**src/rtl/random_scheduler.sv**
```systemverilog
// Round-robin scheduler sharing one 8-bit LFSR among NUM_REQ requesters.
// Each grant returns LFSR[3:0], then the LFSR is stepped STEPS_PER_DRAW times.
module random_scheduler #(
  parameter int unsigned NUM_REQ        = 4,
  parameter logic [7:0]  SEED           = 8'd1,
  parameter int unsigned STEPS_PER_DRAW = 4
) (
  input  logic                       clk_in,
  input  logic                       reset_n_in,
  input  logic [NUM_REQ-1:0]         req_in,
  output logic [NUM_REQ-1:0]         ack_out,
  output logic [3:0]                 value_out,
  output logic                       valid_out,
  output logic [$clog2(NUM_REQ)-1:0] grant_id_out,
  input  logic                       seed_load_in,
  input  logic [7:0]                 seed_in,
  output logic                       busy_out
);

  localparam int unsigned IDW = $clog2(NUM_REQ);
  localparam int unsigned CW  = 4;

  typedef enum logic [1:0] {
    S_IDLE    = 2'd0,
    S_GRANT   = 2'd1,
    S_ADVANCE = 2'd2
  } state_t;

  state_t             r_state, w_state_nxt;
  logic [7:0]         r_lfsr, w_lfsr_nxt, w_lfsr_step;
  logic               w_f;
  logic [IDW-1:0]     r_ptr, w_ptr_nxt, w_win;
  logic               w_any;
  int unsigned        w_idx;
  logic [CW-1:0]      r_cnt, w_cnt_nxt;
  logic               r_seed_pend, w_seed_pend_nxt;
  logic [7:0]         r_seed, w_seed_nxt;
  logic [NUM_REQ-1:0] w_ack_nxt;
  logic [3:0]         w_value_nxt;
  logic               w_valid_nxt;
  logic [IDW-1:0]     w_gid_nxt;
  logic               w_busy_nxt;

  // One LFSR step, feedback taken from bit 7
  always_comb begin
    w_f         = r_lfsr[7];
    w_lfsr_step = {r_lfsr[5], r_lfsr[1], ~(r_lfsr[4] & w_f), r_lfsr[0] ^ w_f,
                   r_lfsr[2] ^ w_f, r_lfsr[6] ^ w_f, r_lfsr[3], w_f};
  end

  // First active request searching upward from the slot after the last winner
  always_comb begin
    w_any = 1'b0;
    w_win = '0;
    w_idx = 0;
    for (int unsigned i = 1; i <= NUM_REQ; i++) begin
      w_idx = (32'(r_ptr) + i) % NUM_REQ;
      if (!w_any && req_in[IDW'(w_idx)]) begin
        w_any = 1'b1;
        w_win = IDW'(w_idx);
      end
    end
  end

  always_comb begin
    w_state_nxt     = r_state;
    w_lfsr_nxt      = r_lfsr;
    w_ptr_nxt       = r_ptr;
    w_cnt_nxt       = r_cnt;
    w_seed_pend_nxt = r_seed_pend;
    w_seed_nxt      = r_seed;
    w_ack_nxt       = '0;
    w_value_nxt     = 4'd0;
    w_valid_nxt     = 1'b0;
    w_gid_nxt       = '0;

    case (r_state)
      S_IDLE: begin
        if (r_seed_pend) begin
          w_lfsr_nxt      = r_seed;
          w_seed_pend_nxt = 1'b0;
        end else if (w_any) begin
          w_state_nxt       = S_GRANT;
          w_ack_nxt[w_win]  = 1'b1;
          w_value_nxt       = r_lfsr[3:0];
          w_valid_nxt       = 1'b1;
          w_gid_nxt         = w_win;
        end
      end
      S_GRANT: begin
        w_ptr_nxt   = grant_id_out;
        w_cnt_nxt   = CW'(STEPS_PER_DRAW);
        w_state_nxt = S_ADVANCE;
      end
      S_ADVANCE: begin
        w_lfsr_nxt = w_lfsr_step;
        w_cnt_nxt  = r_cnt - CW'(1);
        if (r_cnt == CW'(1)) begin
          w_state_nxt = S_IDLE;
        end
      end
      default: begin
        w_state_nxt = S_IDLE;
      end
    endcase

    // A new strobe always wins, even in the cycle an older seed is applied
    if (seed_load_in) begin
      w_seed_nxt      = seed_in;
      w_seed_pend_nxt = 1'b1;
    end

    w_busy_nxt = (w_state_nxt != S_IDLE);
  end

  always_ff @(posedge clk_in or negedge reset_n_in) begin
    if (!reset_n_in) begin
      r_state      <= S_IDLE;
      r_lfsr       <= SEED;
      r_ptr        <= IDW'(NUM_REQ - 1);
      r_cnt        <= '0;
      r_seed_pend  <= 1'b0;
      r_seed       <= '0;
      ack_out      <= '0;
      value_out    <= 4'd0;
      valid_out    <= 1'b0;
      grant_id_out <= '0;
      busy_out     <= 1'b0;
    end else begin
      r_state      <= w_state_nxt;
      r_lfsr       <= w_lfsr_nxt;
      r_ptr        <= w_ptr_nxt;
      r_cnt        <= w_cnt_nxt;
      r_seed_pend  <= w_seed_pend_nxt;
      r_seed       <= w_seed_nxt;
      ack_out      <= w_ack_nxt;
      value_out    <= w_value_nxt;
      valid_out    <= w_valid_nxt;
      grant_id_out <= w_gid_nxt;
      busy_out     <= w_busy_nxt;
    end
  end

endmodule

```
**config.mk**
```make
export PLATFORM = sky130hd
export DESIGN_NAME = random_scheduler
export DESIGN_NICKNAME = d
export VERILOG_FILES = /design/src/rtl/random_scheduler.sv
export SDC_FILE = /design/constraint.sdc
export NUM_CORES = 1
export LEC_CHECK = 0
export ABC_CLOCK_PERIOD_IN_PS = 1600
export CAP_MARGIN = 40
export CORE_ASPECT_RATIO = 1.25
export CORE_UTILIZATION = 61
export CTS_CLUSTER_DIAMETER = 50
export CTS_CLUSTER_SIZE = 24
export DETAILED_ROUTE_END_ITERATION = 8
export DONT_BUFFER_PORTS = 1
export PLACE_DENSITY = 0.75
export SETUP_SLACK_MARGIN = 0.4
export SYNTH_ARGS = -nofsm -noshare
export SYNTH_HDL_FRONTEND = slang
export SYNTH_SLANG_ARGS = --single-unit
```
**constraint.sdc**
```tcl
create_clock -name clk_in -period 1.6 [get_ports clk_in]
set_input_delay 0.32 -clock clk_in [delete_from_list [all_inputs] [get_ports clk_in]]
set_output_delay 0.32 -clock clk_in [all_outputs]
set_load 0.01 [all_outputs]
```
==> results.md, run 1 <==
* Vias in the first global route at between 1000 and 1500
* Critical path class: flip-flop to flip-flop
* Sequential-to-total area share from yosys stat at a little under three fifths
* GRT Util Overall at between 20 and 25%
* Synth Area in Adders at 4.532%
* Worst setup SP type: flip-flop
* WHS Endpoint: r_seed_pend
* Row count at 20
* Die H at 60.27 um
* H-tree Lvls at 2
* Port Buffers at 0
* Reg2Reg Setup Slack at 0.06 ns
* Cell Chain, Critical Path: inv_2 > ha_4 > or3b_4 > a31oi_4 > a21oi_2 > o21bai_1
* Max stage delay on crit path at 0.41 ns
* Share of post-route cells with drive strength above 1 at between 40% and 50%
* Status: completed
* Fin Clk Skew at roughly 0.008 ns
* Switch share at 39.07%
* 1st-iter DRT viols at 46
* I/O pin count at 27
* Compound-Gate Fraction of Synth Area at under 10%
* N_diodes at 0
* Sequential Power Share at 40.0%
* Fin util at 81.85%
* Seq cells post-synth at 37
* Int Power at between 2000 and 2500 uW
* Max-Cap Viols at 0
* Initial antenna violation count at 0
* Worst hold path type: input port to flip-flop
* DP Worst Slack at between 0.08 and 0.09 ns
* RSZ-0062 raised after global routing: true
* Post-Route WL at about 3400 um
* Required time worst endpoint at ~1.8 ns
* Max-slew headroom at 66.36%
* Crit. End Element: flip-flop
* Top_reg_cell synth: dfrtp_1
* Worst path slowest cell: dfrtp_1
* First drt pass iteration count at 4
* Post-DP HPWL at 2013 um
* Fin nets at 183
* Pwr Total at 3864 uW
* Unique cell type count in the Yosys netlist at 36
* Syn Inst Count at ~150
* Max Freq at 0.6511 GHz
* Layout area overhead at 23.64%
* Total power per unit cell area at 1887 mW/mm^2
* RR Startpoint: r_cnt[1]
* Hold depth at 1
* Main combinational cell family by area after synthesis: simple AND/OR/NAND/NOR gates
* Logic pwr share at a little under half
* Syn_nets at 167
* WP depth at 6
* EDFF count, synth at 0
* Routed vias at 1132
* Clk sink count at 37
* Worst-Margin Slew at 0.5004 ns
* Setup TNS at 0 ns
* Clock share of power at a little over an eighth
* Root buffer cell: clkbuf_4
* First-pass GRT wire length at 4912 um
* Simple-gate share of the synthesized area at 13.60%
* CP max FO at 2
* Crit share post-route at 95.99%
* Die W at about 50 um
* Syn avg cell area at about 11 um^2
* CP Launch Point: r_cnt[1]
* Antenna viol nets, final at 0
* Post-synthesis mux area share at 11.25%
* Die Area at 0.002929 mm^2
* CTS buffer count at 5
* Net Switching at 1510 uW
* CTS tree: built
* Peak supply drop at 1191 uV
* Area contributors post-synth: dfrtp_1 51%, mux2_2 6.8%, dfstp_2 4.8%
* Grt total ovfl at 0
* End of the worst register-to-register path: busy_out
* Period minus WS final at 1.536 ns
* Via density per instance at 5.776
* Synth top area share at 51.36%
* Core Area at 0.002502 mm^2
* Post-DR wirelength/cell at 17.24 um
* YS warnings at 0
* Max-slew violation count at 0
* Arrival time worst endpoint at around 1.8 ns
* Worst-path clk slew at 0.11 ns
* Clk_lat worst skew at 0.35 ns
* Detailed-route DRC error count at 0
* Pin count of the biggest net entering global routing at 38
* Area share of xor/xnor cells in the synthesized design at 1.586%
* Cell taking the most area after synthesis: dfrtp_1
* Top delay family on crit path: compound AO/OA/AOI/OAI gates
* GP Congestion at 0.7350
* Number of buffers and inverters on the critical path at 1
* Hold Startpoint: seed_load_in
* FFs w/ async S/R, synth at 100.0%
* Initial Util at ~66%
* Leak Pwr at 0.0008868 uW
* Hold Violations, Final at 0
* Worst r2r path cells at 6
* Endpoints failing setup at 0
* Cell Area, Synth at between 0.0015 and 0.002 mm^2
* Clock Tree Buf Depth at 2
* Final setup margin at 0.06409 ns
[logic make-up (layout without fill, tap and decap cells)]
| kind of cell | after synthesis | after routing |
|---|---|---|
| buffers and inverters | 12 | 29 |
| DFF | 37 | 37 |
| and+or+nand+nor | 42 | 42 |
| xor gates and xnor gates | 3 | 3 |
| muxes | 17 | 17 |
| adders and majority gates | 6 | 6 |
| AOI/OAI and AO/OA | 29 | 29 |
[worst register-to-register path, stage by stage (launching register included)]
cell      delay, ns
dfrtp_1        0.41
inv_2          0.08
ha_4           0.12
or3b_4         0.40
a31oi_4        0.18
a21oi_2        0.08
o21bai_1       0.16
[Yosys cell counts, types with 4 or more instances]
library cell,instances
nand2_1,13
mux2i_1,6
a21oi_1,4
nand2b_1,4
mux2_2,10
dfrtp_1,34
ha_1,6
nor2_1,7
o21ai_0,14
inv_1,7
and2_1,4
[metal layers]
layer / track usage [%] / vias to the layer above / part of all wire (%)
met3: 6.870 / 9 / 5.1
met4: 10.08 / 0 / 2.6
met1: 27.18 / 557 / 39
met5: 0 / - / 0
met2: 38.89 / 38 / 54
li1: - / 528 / -
[metrics by stage]
stage	instance area, um^2	std cells	hold slack [ns]
CTS	1858	190	0.03842
detailed placement	1719	176	0.02525
finish	2048	196	0.05700
global route	2048	196	0.03869
global placement	1719	176	0.02508
floorplan	1708	146	0.02441
[final cells by class]
class	instances	area, um^2
fill	144	454.2
multi-input combinational	97	833.3
clock buffer	5	37.54
clock inverter	3	21.27
inverter	7	26.28
sequential	37	930.9
timing repair buffer	14	157.7
tap	33	41.29
[worst max path at each step]
stage / endpoint / slack (ns)
after floorplan: busy_out / 0.20
final: busy_out / 0.06
after global routing: busy_out / 0.004
after CTS: busy_out / 0.13
after global placement: busy_out / 0.16
after detailed placement: r_lfsr[1] / 0.08
[state kept, by name, summed over array words and instances, names as in the netlist, 2 cells and up]
name          cells
ack_out           4
grant_id_out      2
r_cnt             4
r_lfsr            8
r_ptr             2
r_seed            8
r_state           2
value_out         4
[power groups by stage]
stage	Sequential [uW]	Clock, uW	Combinational [uW]
finish	1550	503	1810
global route	1580	556	1950
CTS	1510	520	1280
detailed placement	1530	0	1110
global placement	1520	0	1040
floorplan	1450	0	1010
[layout by cell type (no fill, tap or decap), types with 2 or more instances in the layout]
master / Yosys / final
inv_1: 7 / 4
ha_2: 0 / 2
xnor2_1: 3 / 3
o21ai_1: 3 / 6
ha_4: 0 / 3
nand2_2: 0 / 3
a21oi_1: 4 / 3
nor2_1: 7 / 6
nor2_2: 2 / 2
buf_12: 0 / 2
buf_4: 0 / 8
and2_1: 4 / 4
mux2i_1: 6 / 6
dfrtp_1: 34 / 33
o21ai_2: 0 / 6
mux2_2: 10 / 10
nand3_1: 3 / 2
nand2_1: 13 / 8
dfstp_2: 3 / 3
nand2_4: 0 / 2
o21ai_0: 14 / 4
nand2b_1: 4 / 4
inv_2: 0 / 3
clkbuf_4: 0 / 5
buf_6: 0 / 2
[what timing repair did]
action | 4_1_cts | 5_1_grt
cloned | 0 | 1
pin swaps | 4 | 16
endpoints found under the hold margin | 37 | 0
buffers inserted | 4 | 5
gates resized for setup | 3 | 39
hold buffers | 2 | 0
endpoints found under the setup margin | 27 | 27
Note: power is estimated with default switching activity, not from simulation.
==> run 2, diff against run 1 <==
--- a/config.mk
+++ b/config.mk
@@ -14,6 +14,7 @@
 export DETAILED_ROUTE_END_ITERATION = 8
 export DONT_BUFFER_PORTS = 1
 export PLACE_DENSITY = 0.75
+export RECOVER_POWER = 25
 export SETUP_SLACK_MARGIN = 0.4
 export SYNTH_ARGS = -nofsm -noshare
 export SYNTH_HDL_FRONTEND = slang
==> results.md, run 2 (synthesized netlist as in run 1, its figures left out) <==
* Status: completed
* DP Worst Slack at 0.08425 ns
* Clock Tree Buf Depth at 2
* First-pass GRT wire length at 4912 um
* I/O pin count at 27
* Worst setup SP type: flip-flop
* Port Buffers at 0
* Leak Pwr at ~0.00088 uW
* Endpoints failing setup at 0
* CTS buffer count at 5
* Root buffer cell: clkbuf_4
* Max-Cap Viols at 0
* Die Area at ~0.003 mm^2
* Fin nets at 183
* Most common cell after layout, fill and taps aside: dfrtp_1
* Initial antenna violation count at 0
* Fin cells at roughly 200
* Total power per unit cell area at 1897 mW/mm^2
* Required time worst endpoint at 1.84 ns
* Peak supply drop at 1190 uV
* Int Power at 2350 uW
* CP max FO at 2
* Initial Util at 66.20%
* First drt pass iteration count at 4
* Worst r2r path cells at 6
* N_diodes at 0
* Post-DR wirelength/cell at 17.15 um
* GRT Util Overall at about 23%
* Crit. End Element: flip-flop
* Switch share at 39.08%
* Via density per instance at 5.668
* Hold Violations, Final at 0
* Layout area overhead at 22.73%
* Logic pwr share at a little under half
* Clk_lat worst skew at between 0.3 and 0.4 ns
* Arrival time worst endpoint at 1.79 ns
* Net Switching at ~1500 uW
* Crit share post-route at 96.62%
* RSZ-0062 raised after global routing: true
* Final setup margin at 0.05400 ns
* Core Area at roughly 0.0025 mm^2
* Die H at 60.27 um
* Grt total ovfl at 0
* Share of post-route cells with drive strength above 1 at 41.10%
* Period minus WS final at about 1.5 ns
* Antenna viol nets, final at 0
* Fin Clk Skew at 0.008215 ns
* Placed Cells at 176
* Fin util at 81.25%
* Clk sink count at 37
* Post-Route WL at 3362 um
* Hold slack at ~0.056 ns
* Die W at 48.61 um
* Post-DP HPWL at ~2000 um
* Worst-path clk slew at 0.11 ns
* Clock share of power at between 10% and 20%
* Critical path class: flip-flop to flip-flop
* Max-slew headroom at 42.46%
* GP Congestion at 0.7350
* Pin count of the biggest net entering global routing at 38
* Max-slew violation count at 0
* Detailed-route DRC error count at 0
* Vias in the first global route at 1110
* Routed vias at roughly 1100
* Hold depth at 1
* 1st-iter DRT viols at 30
* CTS tree: built
* Worst-Margin Slew at 0.8631 ns
* H-tree Lvls at 2
* Worst hold path type: input port to flip-flop
* Commonest non-fill, non-tap cells in the layout: 33 x dfrtp_1, 10 x mux2_2, 8 x nand2_1, 8 x buf_4
* Row count at 20
* Setup TNS at 0 ns
* Biggest regs: r_lfsr (8), r_seed (8)
* Max Freq at 0.6468 GHz
* Sequential Power Share at 40.0%
==> run 2: area by class of cell <==
type	count	area (um^2)
fill	146	469.2
sequential	37	930.9
clock inverter	3	21.27
timing repair buffer	14	142.6
multi-input combinational	97	833.3
inverter	7	26.28
clock buffer	5	37.54
tap	33	41.29
==> run 2: worst max-delay path: stages (launching register included) <==
cell      delay [ns]
dfrtp_1         0.41
inv_2           0.08
ha_4            0.12
or3b_4          0.40
a31oi_4         0.18
a21oi_2         0.09
o21bai_1        0.16
==> run 2: worst paths after layout <==
kind / from / end / slack, ns
max in group asynchronous: reset_n_in / r_state[1] / 0.40
hold / removal: seed_load_in / r_seed_pend / 0.06
min in group asynchronous: reset_n_in / value_out[1] / 0.60
setup / recovery: r_cnt[1] / busy_out / 0.05
hold reg to reg: r_lfsr[0] / r_lfsr[0] / 0.52
setup reg to reg: r_cnt[1] / busy_out / 0.05
==> run 2: layer usage <==
| metal | share of wire, % | GRT usage [%] |
|---|---|---|
| met5 | 0 | 0 |
| met1 | 38 | 27.18 |
| met3 | 5.0 | 6.870 |
| met4 | 2.9 | 10.08 |
| met2 | 54 | 38.89 |
==> run 2: per-stage QoR <==
step | total power (uW) | instance area (um^2)
5_1_grt | 4076 | 2033
2_1_floorplan | 2459 | 1708
6_report | 3857 | 2033
4_1_cts | 3304 | 1858
3_3_place_gp | 2558 | 1719
3_5_place_dp | 2644 | 1719
==> run 2: repair_timing <==
item	in CTS	in global routing
setup buffers	4	5
resized for setup	3	39
hold endpoints to repair	37	0
cloned	0	1
pin swaps	4	16
hold buffers	2	0
setup endpoints to repair	27	27
==> run 2: power by group through the flow <==
| stage | sequential, uW | combinational, uW | clock (uW) |
|---|---|---|---|
| floorplan | 1450 | 1010 | 0 |
| global placement | 1520 | 1040 | 0 |
| detailed placement | 1530 | 1110 | 0 |
| CTS | 1510 | 1280 | 520 |
| global route | 1580 | 1940 | 556 |
| finish | 1540 | 1810 | 502 |
==> run 3, diff against run 2 <==
==> constraint.sdc (replaced) <==
create_clock -name clk_in -period 1.6 [get_ports clk_in]
set_input_delay 0.24 -clock clk_in [delete_from_list [all_inputs] [get_ports clk_in]]
set_output_delay 0.24 -clock clk_in [all_outputs]
set_load 0.01 [all_outputs]
==> results.md, run 3 (synthesized netlist as in run 1, its figures left out) <==
* GRT Util Overall at between 20% and 30%
* End of the worst register-to-register path: busy_out
* Port Buffers at 0
* Clk sink count at 37
* Die Area at 0.002929 mm^2
* Worst hold path type: input port to flip-flop
* Placed cell areas at 0.001719 mm^2
* Core Area at 0.002502 mm^2
* Share of post-route cells with drive strength above 1 at just over 40%
* Fin nets at 185
* Hold depth at 1
* Commonest non-fill, non-tap cells in the layout: 33 x dfrtp_1, 10 x mux2_2, 8 x nand2_1, 8 x buf_4
* Required time worst endpoint at 1.84 ns
* CP max FO at 2
* Critical path class: flip-flop to flip-flop
* Die W at 48.61 um
* Reg2Reg Setup Slack at ~0.060 ns
* Worst setup SP type: flip-flop
* Via density per instance at 5.818
* Crit share post-route at 96.28%
* Max-slew violation count at 0
* Fin util at 82.05%
* Post-DR wirelength/cell at between 15 and 20 um
* Clock Tree Buf Depth at 2
* WHS Endpoint: r_seed[7]
* Row count at 20
* Fill count at 142
* Routed vias at 1152
* GP Congestion at ~0.74
* Period minus WS final at 1.540 ns
* Arrival time worst endpoint at approximately 1.8 ns
* I/O pin count at 27
* Endpoints failing setup at 0
* First-pass GRT wire length at 4919 um
* Status: completed
* Seq. cell area at ~930 um^2
* N_diodes at 0
* Leak Pwr at 0.0008899 uW
* Vias in the first global route at 1111
* Peak supply drop at 1221 uV
* Total power per unit cell area at 1875 mW/mm^2
* Hold Startpoint: seed_in[7]
* CP Launch Point: r_cnt[1]
* Max-slew headroom at 43.30%
* Clk_lat worst skew at 0.35 ns
* Root buffer cell: clkbuf_4
* RSZ-0062 raised after global routing: true
* Initial antenna violation count at 0
* Hold Violations, Final at 0
* Most common cell after layout, fill and taps aside: dfrtp_1
* Worst-path clk slew at 0.11 ns
* Max Freq at approximately 0.65 GHz
* Total area of multi-input combinational cells at 833.3 um^2
* Worst r2r path cells at 6
* Layout area overhead at 23.94%
* CTS buffer count at 5
* Initial Util at about two thirds
* 1st-iter DRT viols at 37
* Placed Cells at 176
* Final non-filler cell area at between 0.002 and 0.0025 mm^2
* Fin cells at just under 200
* Biggest regs: r_lfsr (8), r_seed (8)
* Pin count of the biggest net entering global routing at 38
* CTS tree: built
* First drt pass iteration count at 5
* Post-Route WL at roughly 3300 um
* Worst-Margin Slew at 0.8506 ns
* H-tree Lvls at 2
* Antenna viol nets, final at 0
* RR Startpoint: r_cnt[1]
* Fin Clk Skew at between 0.006 and 0.007 ns
* Crit. End Element: flip-flop
* Setup TNS at 0 ns
* Die H at 60.27 um
* Post-DP HPWL at 2013 um
* Detailed-route DRC error count at 0
* Max-Cap Viols at 0
* Grt total ovfl at 0
[run 3: what timing repair did]
item	CTS	global route
hold buffers	3	1
endpoints found under the setup margin	27	27
hold endpoints to repair	38	1
pin swaps	4	16
gates resized for setup	3	39
cloned	0	1
buffers inserted	4	5
[run 3: final cells by class]
| cell class | instances | share of cell area (%) |
|---|---|---|
| flip-flops and latches | 37 | 45.34 |
| multi-input cells | 97 | 40.58 |
| repair buffers | 16 | 7.922 |
| well taps | 33 | 2.011 |
| clock buffers | 5 | 1.828 |
| inverters | 7 | 1.280 |
| clock inverters | 3 | 1.036 |
[run 3: routing by layer]
| layer | vias to the layer above | wire length [um] | GRT usage, % |
|---|---|---|---|
| met3 | 4 | 167 | 7.125 |
| met5 | - | 0 | 0 |
| met4 | 0 | 18 | 10.08 |
| li1 | 532 | - | - |
| met1 | 569 | 1318 | 27.18 |
| met2 | 47 | 1799 | 38.69 |
[run 3: power by group]
part	internal, uW	leakage, uW	switching (uW)
logic	923	0.000401	885
registers	1250	0.000457	296
clock network	174	0.0000316	325
total	2340	0.000890	1510
[run 3: worst max-delay path: stages (launching register included)]
cell	delay, ns
dfrtp_1	0.41
inv_2	0.09
ha_4	0.12
or3b_4	0.40
a31oi_4	0.18
a21oi_2	0.08
o21bai_1	0.16
[run 3: per-stage QoR]
| stage | power [uW] | setup WS [ns] | hold WS, ns |
|---|---|---|---|
| finish | 3849 | 0.05958 | 0.03082 |
| global route | 4063 | 0.02390 | 0.01069 |
| CTS | 3306 | 0.1309 | 0.01195 |
| detailed placement | 2644 | 0.08425 | -0.05475 |
| global placement | 2558 | 0.1627 | -0.05492 |
| floorplan | 2459 | 0.2042 | -0.05559 |
[run 3: how the worst max path moves through the flow]
stage / cells past startpoint / slack [ns] / end
floorplan: 6 / 0.20 / busy_out
global route: 6 / 0.02 / busy_out
detailed placement: 4 / 0.08 / r_lfsr[1]
finish: 6 / 0.06 / busy_out
CTS: 6 / 0.13 / busy_out
global placement: 6 / 0.16 / busy_out
